==> config.mk <==
export PLATFORM = sky130hd
export DESIGN_NAME = muldiv_unit
export DESIGN_NICKNAME = d
export VERILOG_FILES = /design/src/rtl/muldiv_unit.sv
export SDC_FILE = /design/constraint.sdc
export NUM_CORES = 2
export LEC_CHECK = 0
export ABC_CLOCK_PERIOD_IN_PS = 9660
export BUFFER_PORTS_ARGS = -buffer_cell sky130_fd_sc_hd__buf_2
export CAP_MARGIN = 20
export CORE_ASPECT_RATIO = 1.75
export CORE_MARGIN = 1.5
export CORE_UTILIZATION = 45
export CTS_CLUSTER_DIAMETER = 80
export CTS_CLUSTER_SIZE = 40
export DETAILED_ROUTE_END_ITERATION = 10
export HOLD_SLACK_MARGIN = 0.06
export PLACE_DENSITY = 0.59
export SYNTH_ARGS = -nofsm -noshare
export SYNTH_HDL_FRONTEND = slang
export SYNTH_SLANG_ARGS = --single-unit
==> constraint.sdc <==
create_clock -name clk -period 9.66 [get_ports clk]
set_input_delay 0.483 -clock clk [delete_from_list [all_inputs] [get_ports clk]]
set_output_delay 0.483 -clock clk [all_outputs]
set_load 0.05 [all_outputs]
==> src/rtl/muldiv_unit.sv <==
// Iterative RV64M multiply/divide unit (one result bit per cycle) feeding the register-file write port.
// Optional `MULDIV_EARLY_OUT_EN: data-dependent early termination, variable latency, identical results.
module muldiv_unit #(
    parameter int unsigned ARCH_WIDTH = 64
) (
    input  logic                  clk,
    input  logic                  rst_n,
    input  logic                  start,
    input  logic [2:0]            funct3,
    input  logic                  isWord,
    input  logic [ARCH_WIDTH-1:0] op1,
    input  logic [ARCH_WIDTH-1:0] op2,
    input  logic [4:0]            rdIn,
    output logic                  busy,
    output logic                  done,
    output logic                  wEn,
    output logic [4:0]            rdOut,
    output logic [ARCH_WIDTH-1:0] result
);
    localparam int unsigned XW = ARCH_WIDTH;
    localparam int unsigned HW = XW / 2;
    localparam int unsigned PW = 2 * XW;
    localparam int unsigned CW = 7;
    localparam logic [CW-1:0] N_DW = CW'(XW);
    localparam logic [CW-1:0] N_W  = CW'(HW);

    typedef enum logic [1:0] {
        S_IDLE = 2'd0,
        S_MUL  = 2'd1,
        S_DIV  = 2'd2,
        S_DONE = 2'd3
    } state_t;

    function automatic logic [XW-1:0] f_sext_w(input logic [HW-1:0] v);
        return {{HW{v[HW-1]}}, v};
    endfunction

`ifdef MULDIV_EARLY_OUT_EN
    function automatic logic [CW-1:0] f_lzc(input logic [XW-1:0] v);
        logic [CW-1:0] n;
        logic          hit;
        n   = '0;
        hit = 1'b0;
        for (int i = XW - 1; i >= 0; i--) begin
            if (v[i]) hit = 1'b1;
            else if (!hit) n = n + CW'(1);
        end
        return n;
    endfunction
`endif

    state_t          r_state, w_state_nxt;
    logic [2:0]      r_f3;
    logic            r_word;
    logic            r_neg;
    logic            r_rneg;
    logic [CW-1:0]   r_cnt;
    logic [PW-1:0]   r_acc;
    logic [PW-1:0]   r_mcd;
    logic [XW-1:0]   r_mpl;
    logic [XW-1:0]   r_quo;
    logic [XW-1:0]   r_rem;
    logic [XW-1:0]   r_div;
    logic            r_busy;
    logic            r_done;
    logic            r_wen;
    logic [4:0]      r_rd;
    logic [XW-1:0]   r_result;

    logic            w_accept;
    logic            w_is_div;
    logic            w_a_signed;
    logic            w_b_signed;
    logic [XW-1:0]   w_a_ext;
    logic [XW-1:0]   w_b_ext;
    logic [XW-1:0]   w_min;
    logic            w_a_neg;
    logic            w_b_neg;
    logic [XW-1:0]   w_a_mag;
    logic [XW-1:0]   w_b_mag;
    logic            w_illegal;
    logic            w_div0;
    logic            w_ovf;
    logic            w_fast;
    logic [XW-1:0]   w_fast_res;
    logic [CW-1:0]   w_n;
    logic [XW-1:0]   w_q_init;
    logic [CW-1:0]   w_div_cnt;
    logic [XW-1:0]   w_div_q;
`ifdef MULDIV_EARLY_OUT_EN
    logic [CW-1:0]   w_lz;
`endif

    logic            w_mul_end;
    logic [PW-1:0]   w_acc_nxt;
    logic [PW-1:0]   w_prod;
    logic [XW-1:0]   w_mul_res;
    logic [XW:0]     w_rem_sh;
    logic [XW:0]     w_diff;
    logic [XW-1:0]   w_rem_nxt;
    logic [XW-1:0]   w_quo_nxt;
    logic [XW-1:0]   w_q_fix;
    logic [XW-1:0]   w_r_fix;
    logic [XW-1:0]   w_div_res;

    assign busy   = r_busy;
    assign done   = r_done;
    assign wEn    = r_wen;
    assign rdOut  = r_rd;
    assign result = r_result;

    assign w_accept = start && ((r_state == S_IDLE) || (r_state == S_DONE));

    // Operand conditioning, fast-path detection and iteration setup for a new request
    always_comb begin
        w_is_div   = funct3[2];
        w_a_signed = (funct3 == 3'b001) || (funct3 == 3'b010) || (funct3 == 3'b100) || (funct3 == 3'b110);
        w_b_signed = (funct3 == 3'b001) || (funct3 == 3'b100) || (funct3 == 3'b110);
        w_a_ext    = op1;
        w_b_ext    = op2;
        w_min      = {1'b1, {(XW-1){1'b0}}};
        if (isWord) begin
            // Only signed W divides sign-extend; MULW zero-extends so 32 steps cover the multiplier
            w_a_ext = w_b_signed ? f_sext_w(op1[HW-1:0]) : {{HW{1'b0}}, op1[HW-1:0]};
            w_b_ext = w_b_signed ? f_sext_w(op2[HW-1:0]) : {{HW{1'b0}}, op2[HW-1:0]};
            w_min   = {{(HW+1){1'b1}}, {(HW-1){1'b0}}};
        end
        w_a_neg    = w_a_signed && w_a_ext[XW-1];
        w_b_neg    = w_b_signed && w_b_ext[XW-1];
        w_a_mag    = w_a_neg ? -w_a_ext : w_a_ext;
        w_b_mag    = w_b_neg ? -w_b_ext : w_b_ext;
        w_illegal  = isWord && !w_is_div && (funct3[1:0] != 2'b00);
        w_div0     = w_is_div && (w_b_ext == '0);
        w_ovf      = w_is_div && !funct3[0] && (w_a_ext == w_min) && (w_b_ext == '1);
        w_fast     = w_illegal || w_div0 || w_ovf;
        w_fast_res = '0;
        if (w_div0)     w_fast_res = funct3[1] ? w_a_ext : '1;
        else if (w_ovf) w_fast_res = funct3[1] ? '0 : w_min;
        if (isWord)     w_fast_res = f_sext_w(w_fast_res[HW-1:0]);
        w_n        = isWord ? N_W : N_DW;
        w_q_init   = isWord ? {w_a_mag[HW-1:0], {HW{1'b0}}} : w_a_mag;
        w_div_cnt  = w_n - CW'(1);
        w_div_q    = w_q_init;
`ifdef MULDIV_EARLY_OUT_EN
        // Leading dividend zeros only shift zeros into the quotient; keep at least one step
        w_lz       = f_lzc(w_q_init);
        if (w_lz > w_n - CW'(1)) w_lz = w_n - CW'(1);
        w_div_cnt  = w_n - CW'(1) - w_lz;
        w_div_q    = w_q_init << w_lz;
`endif
    end

`ifdef MULDIV_EARLY_OUT_EN
    assign w_mul_end = (r_cnt == '0) || (r_mpl[XW-1:1] == '0);
`else
    assign w_mul_end = (r_cnt == '0);
`endif

    // One shift-add / restoring step, plus the sign fix-up applied on the final step
    always_comb begin
        w_acc_nxt = r_acc + (r_mpl[0] ? r_mcd : '0);
        w_prod    = r_neg ? -w_acc_nxt : w_acc_nxt;
        w_mul_res = (r_f3[1:0] == 2'b00) ? w_prod[XW-1:0] : w_prod[PW-1:XW];
        w_rem_sh  = {r_rem, r_quo[XW-1]};
        w_diff    = w_rem_sh - {1'b0, r_div};
        if (!w_diff[XW]) begin
            w_rem_nxt = w_diff[XW-1:0];
            w_quo_nxt = {r_quo[XW-2:0], 1'b1};
        end else begin
            w_rem_nxt = w_rem_sh[XW-1:0];
            w_quo_nxt = {r_quo[XW-2:0], 1'b0};
        end
        w_q_fix   = r_neg ? -w_quo_nxt : w_quo_nxt;
        w_r_fix   = r_rneg ? -w_rem_nxt : w_rem_nxt;
        w_div_res = r_f3[1] ? w_r_fix : w_q_fix;
        if (r_word) begin
            w_mul_res = f_sext_w(w_mul_res[HW-1:0]);
            w_div_res = f_sext_w(w_div_res[HW-1:0]);
        end
    end

    always_comb begin
        w_state_nxt = r_state;
        case (r_state)
            S_IDLE, S_DONE: begin
                if (start) begin
                    if (w_fast)        w_state_nxt = S_DONE;
                    else if (w_is_div) w_state_nxt = S_DIV;
                    else               w_state_nxt = S_MUL;
                end else begin
                    w_state_nxt = S_IDLE;
                end
            end
            S_MUL:   if (w_mul_end) w_state_nxt = S_DONE;
            S_DIV:   if (r_cnt == '0) w_state_nxt = S_DONE;
            default: w_state_nxt = S_IDLE;
        endcase
    end

    always_ff @(posedge clk or negedge rst_n) begin
        if (!rst_n) r_state <= S_IDLE;
        else        r_state <= w_state_nxt;
    end

    // Datapath and registered outputs
    always_ff @(posedge clk or negedge rst_n) begin
        if (!rst_n) begin
            r_f3     <= '0;
            r_word   <= 1'b0;
            r_neg    <= 1'b0;
            r_rneg   <= 1'b0;
            r_cnt    <= '0;
            r_acc    <= '0;
            r_mcd    <= '0;
            r_mpl    <= '0;
            r_quo    <= '0;
            r_rem    <= '0;
            r_div    <= '0;
            r_busy   <= 1'b0;
            r_done   <= 1'b0;
            r_wen    <= 1'b0;
            r_rd     <= '0;
            r_result <= '0;
        end else begin
            r_busy <= (w_state_nxt == S_MUL) || (w_state_nxt == S_DIV);
            r_done <= (w_state_nxt == S_DONE);
            r_wen  <= (w_state_nxt == S_DONE);
            if (w_accept) begin
                r_f3   <= funct3;
                r_word <= isWord;
                r_rd   <= rdIn;
                r_neg  <= w_a_neg ^ w_b_neg;
                r_rneg <= w_a_neg;
                r_acc  <= '0;
                r_mcd  <= {{XW{1'b0}}, w_a_mag};
                r_mpl  <= w_b_mag;
                r_rem  <= '0;
                r_div  <= w_b_mag;
                r_quo  <= w_div_q;
                r_cnt  <= w_is_div ? w_div_cnt : (w_n - CW'(1));
                if (w_fast) r_result <= w_fast_res;
            end else if (r_state == S_MUL) begin
                r_acc <= w_acc_nxt;
                r_mcd <= r_mcd << 1;
                r_mpl <= r_mpl >> 1;
                r_cnt <= r_cnt - CW'(1);
                if (w_mul_end) r_result <= w_mul_res;
            end else if (r_state == S_DIV) begin
                r_rem <= w_rem_nxt;
                r_quo <= w_quo_nxt;
                r_cnt <= r_cnt - CW'(1);
                if (r_cnt == '0) r_result <= w_div_res;
            end
        end
    end

endmodule

==> results.yml <==
setup_path:
  slowest_stage: "dfrtp_4"
  end_kind: "register"
  critPathArrivalTime_ns: 9.76
  crit_path_max_incr_delay_ns: 0.93
  crit_path_cell_trace: "buf_4 -> and2_1 -> ha_1 -> a21oi_1 -> o221ai_1 -> o21ai_1 -> o211ai_1 -> o22ai_1 -> buf_4 -> xnor2_1 -> a211oi_1 -> nand4_1 -> or4_1 -> nand3b_1 -> nor3_1 -> o21ai_0 -> a31oi_1 -> o21ai_0"
  start_kind: "register"
  required_ns: 10.19
  crit_buf_inv: 2
  crit_fanout: 48
  critPathKind: "reg -> reg"
  critical_path.top_delay_family: "compound AO/OA/AOI/OAI gates"
pwr:
  p_switching_w: 0.0106
  p_int_w: 0.00753
  power_per_cell_area_nw_per_um2: 308
  p_leak_nw: 24.1
  finalPower_w: 0.0182
  comb_power_share_pct: 64.5
  ir_drop_v: 0.000269
  seq_power_share_pct: 23.9
  p_clk_share_pct: 11.6
  power_switching_share_pct: 58.6
clocking:
  htreeDepth: 2
  cts_tree: "built"
  cts-root-buf: "clkbuf_16"
  clkTransAtPathRegs_ns: 0.14
  cts.sink_count: 597
  numCtsBuffers: 36
  clk_latency_ns: 0.77
  clockBufferDepth: 3
yosys:
  ys_async_sr_fraction_pct: 100
  syn-num-nets: 7525
  synth_top_cell_by_area: "dfrtp_1"
  synth_flop_cell: "dfrtp_1"
  avgSynthCellArea_um2: 7.56
  synth_edf_count: 0
  netlist_instances: 7182
  ys_seq_elements: 597
  ys_warn_count: 0
  synth.distinct_cells: 110
  synth_top_area_share_pct: 27.5
  synth_area_um2: 54300
  ys_seq_area_share_pct: 27.5
  synth_area_leaders: "dfrtp_1, a21oi_1, o21ai_0"
status:
  outcome: "finished, final reports clean"
die:
  initial_core_util_pct: 45.3
  rows: 168
  ioPinCount: 212
  die_area_um2: 123000
  die_w_um: 266
  core_um2: 120000
  die_h_um: 463
routing:
  ant_nets: 0
  drc: 0
  wirelength_mm: 316
  viasPerCell: 7.15
  first_pass_iters: 8
  drtIter0Drc: 8109
  wl_per_cell_um: 36.0
  dr_total_vias: 62612
timing:
  max_freq_ghz: 0.108
  post-route-min-period_ns: 9.23
  finalSetupViolations: 0
  worst_slew_margin_rel_pct: 11.4
  grt_setup_unrepaired: "false"
  fin_setup_tns_ns: 0
  worstMarginPinSlew_ns: 1.32
  whs_ns: 0.0570
  maxSlewViolCount: 0
  fin_ws_ns: 0.432
  period_share_pct: 95.5
  clock-skew-final_ns: 0.116
  finalHoldViolations: 0
placement:
  io_buffers: 211
  dp_hpwl_mm: 248
  place_area_um2: 57100
  place_ws_ns: 0.910
  gp_congestion: 1.13
flow_run:
  maxCapViolCount: 0
layout:
  fillCellCount: 12123
  drive_above_1_share_pct: 8.75
  finish.instance_area_um2: 58900
  final_common_cell: "nand2_1"
  layout.nets: 7504
  area_growth_pct: 8.41
  layout_common_cells: "nand2_1, nor2_1, a21oi_1"
grt:
  overflow: 0
  grt_pass1_vias: 60297
  antenna_found_initial: 40
  grt_usage_pct: 50.8
  grt_start_max_net_pins: 202
  grt_first_pass_wirelength_mm: 452
hold_path:
  min_path_type: "in -> reg"
## metal layers
layer,global-route usage (%),vias to the layer above,share of wire [%]
li1,-,26538,-
met3,16.4,1813,9.4
met4,56.8,2,15
met5,0.278,-,0.0029
met2,82.1,4394,46
met1,47.9,29865,30
## worst register-to-register path: stages, from the launching register on
cell and delay [ns]:
dfrtp_4 0.93, buf_4 0.31, and2_1 0.14, ha_1 0.31, a21oi_1 0.33, o221ai_1 0.33
o21ai_1 0.87, o211ai_1 0.68, o22ai_1 0.39, buf_4 0.23, xnor2_1 0.09, a211oi_1 0.77
nand4_1 0.57, or4_1 0.81, nand3b_1 0.70, nor3_1 0.69, o21ai_0 0.16, a31oi_1 0.55
o21ai_0 0.15
## area by class of cell
type,instances,area [um^2],share of cell area (%)
multi-input cells,5950,37100,63.0
flip-flops and latches,597,15000,25.4
repair buffers,416,2740,4.65
well taps,1530,1910,3.25
clock buffers,40,947,1.61
inverters,160,602,1.02
clock inverters,26,523,0.888
diodes,36,90.1,0.153
## power by group through the flow
stage                     registers (W)  logic (W)  clock network [W]
final                           0.00433     0.0117            0.00211
after global routing            0.00434     0.0123            0.00219
after CTS                       0.00423     0.0112            0.00209
after detailed placement        0.00428     0.0111                  0
after global placement          0.00428     0.0110                  0
after floorplan                 0.00419    0.00678                  0
## state kept, by name (all words and copies together) (netlist names), 5 cells and up
signal  cells
r_mcd     128
r_acc     128
r_cnt       7
r_quo      64
result     64
rdOut       5
r_rem      64
r_div      64
r_mpl      64
## per-stage QoR
stage,cells,util [%]
floorplan,7182,-
global placement,8628,47.6
detailed placement,8632,47.6
CTS,8704,48.9
global route,8724,49.1
finish,8755,49.1
## final timing paths
| path | slack, ns | startpoint | depth (start not counted) | to |
|---|---|---|---|---|
| max in group asynchronous | 7.14 | rst_n | 4 | r_acc[90]$_DFFE_PN0P_ |
| max | 0.43 | r_mpl[0]$_DFFE_PN0P_ | 18 | result[18]$_DFFE_PN0P_ |
| min | 0.06 | op1[6] | 3 | result[6]$_DFFE_PN0P_ |
| min reg2reg | 0.48 | rdOut[4]$_DFFE_PN0P_ | 2 | rdOut[4]$_DFFE_PN0P_ |
| max reg2reg | 0.43 | r_mpl[0]$_DFFE_PN0P_ | 18 | result[18]$_DFFE_PN0P_ |
| min in group asynchronous | 0.38 | rst_n | 2 | r_mcd[76]$_DFFE_PN0P_ |
## cells in the mapped netlist (38+ instances only)
master    count
a31oi_1      65
nor2b_1      51
o211ai_1     78
or3_1        89
a22o_1       64
a21o_1       64
inv_1       157
a221oi_1     50
nand3_1     146
o31ai_1      95
buf_2        44
or2_2        46
or4_1        49
o21ai_1      38
nor3_1      204
and2_1      193
ha_1        201
nor2_1      737
o21a_1       46
nand4_1     153
nand2b_1     44
mux2i_1     207
nor4_1       80
xor2_1      191
nand2_1     735
a21oi_1     677
a211oi_1    157
and4_1       39
a22oi_1      48
and3_1       45
o21ai_0     662
xnor2_1     201
clkbuf_1    390
dfrtp_1     597
## logic make-up after synthesis
family	synth area share [%]
xor+xnor	6.36
mux	4.11
simple gates	24.2
buf+inv	4.53
fa+ha+maj	4.70
flops	27.5
compound gates	28.5
## repair_timing
item,4_1_cts,5_1_grt
endpoints found under the hold margin,61,0
setup endpoints to repair,0,4
gates resized for setup,0,1
hold buffers,6,0
setup buffers,0,0
No activity file was read; power rests on OpenSTA's default activity.
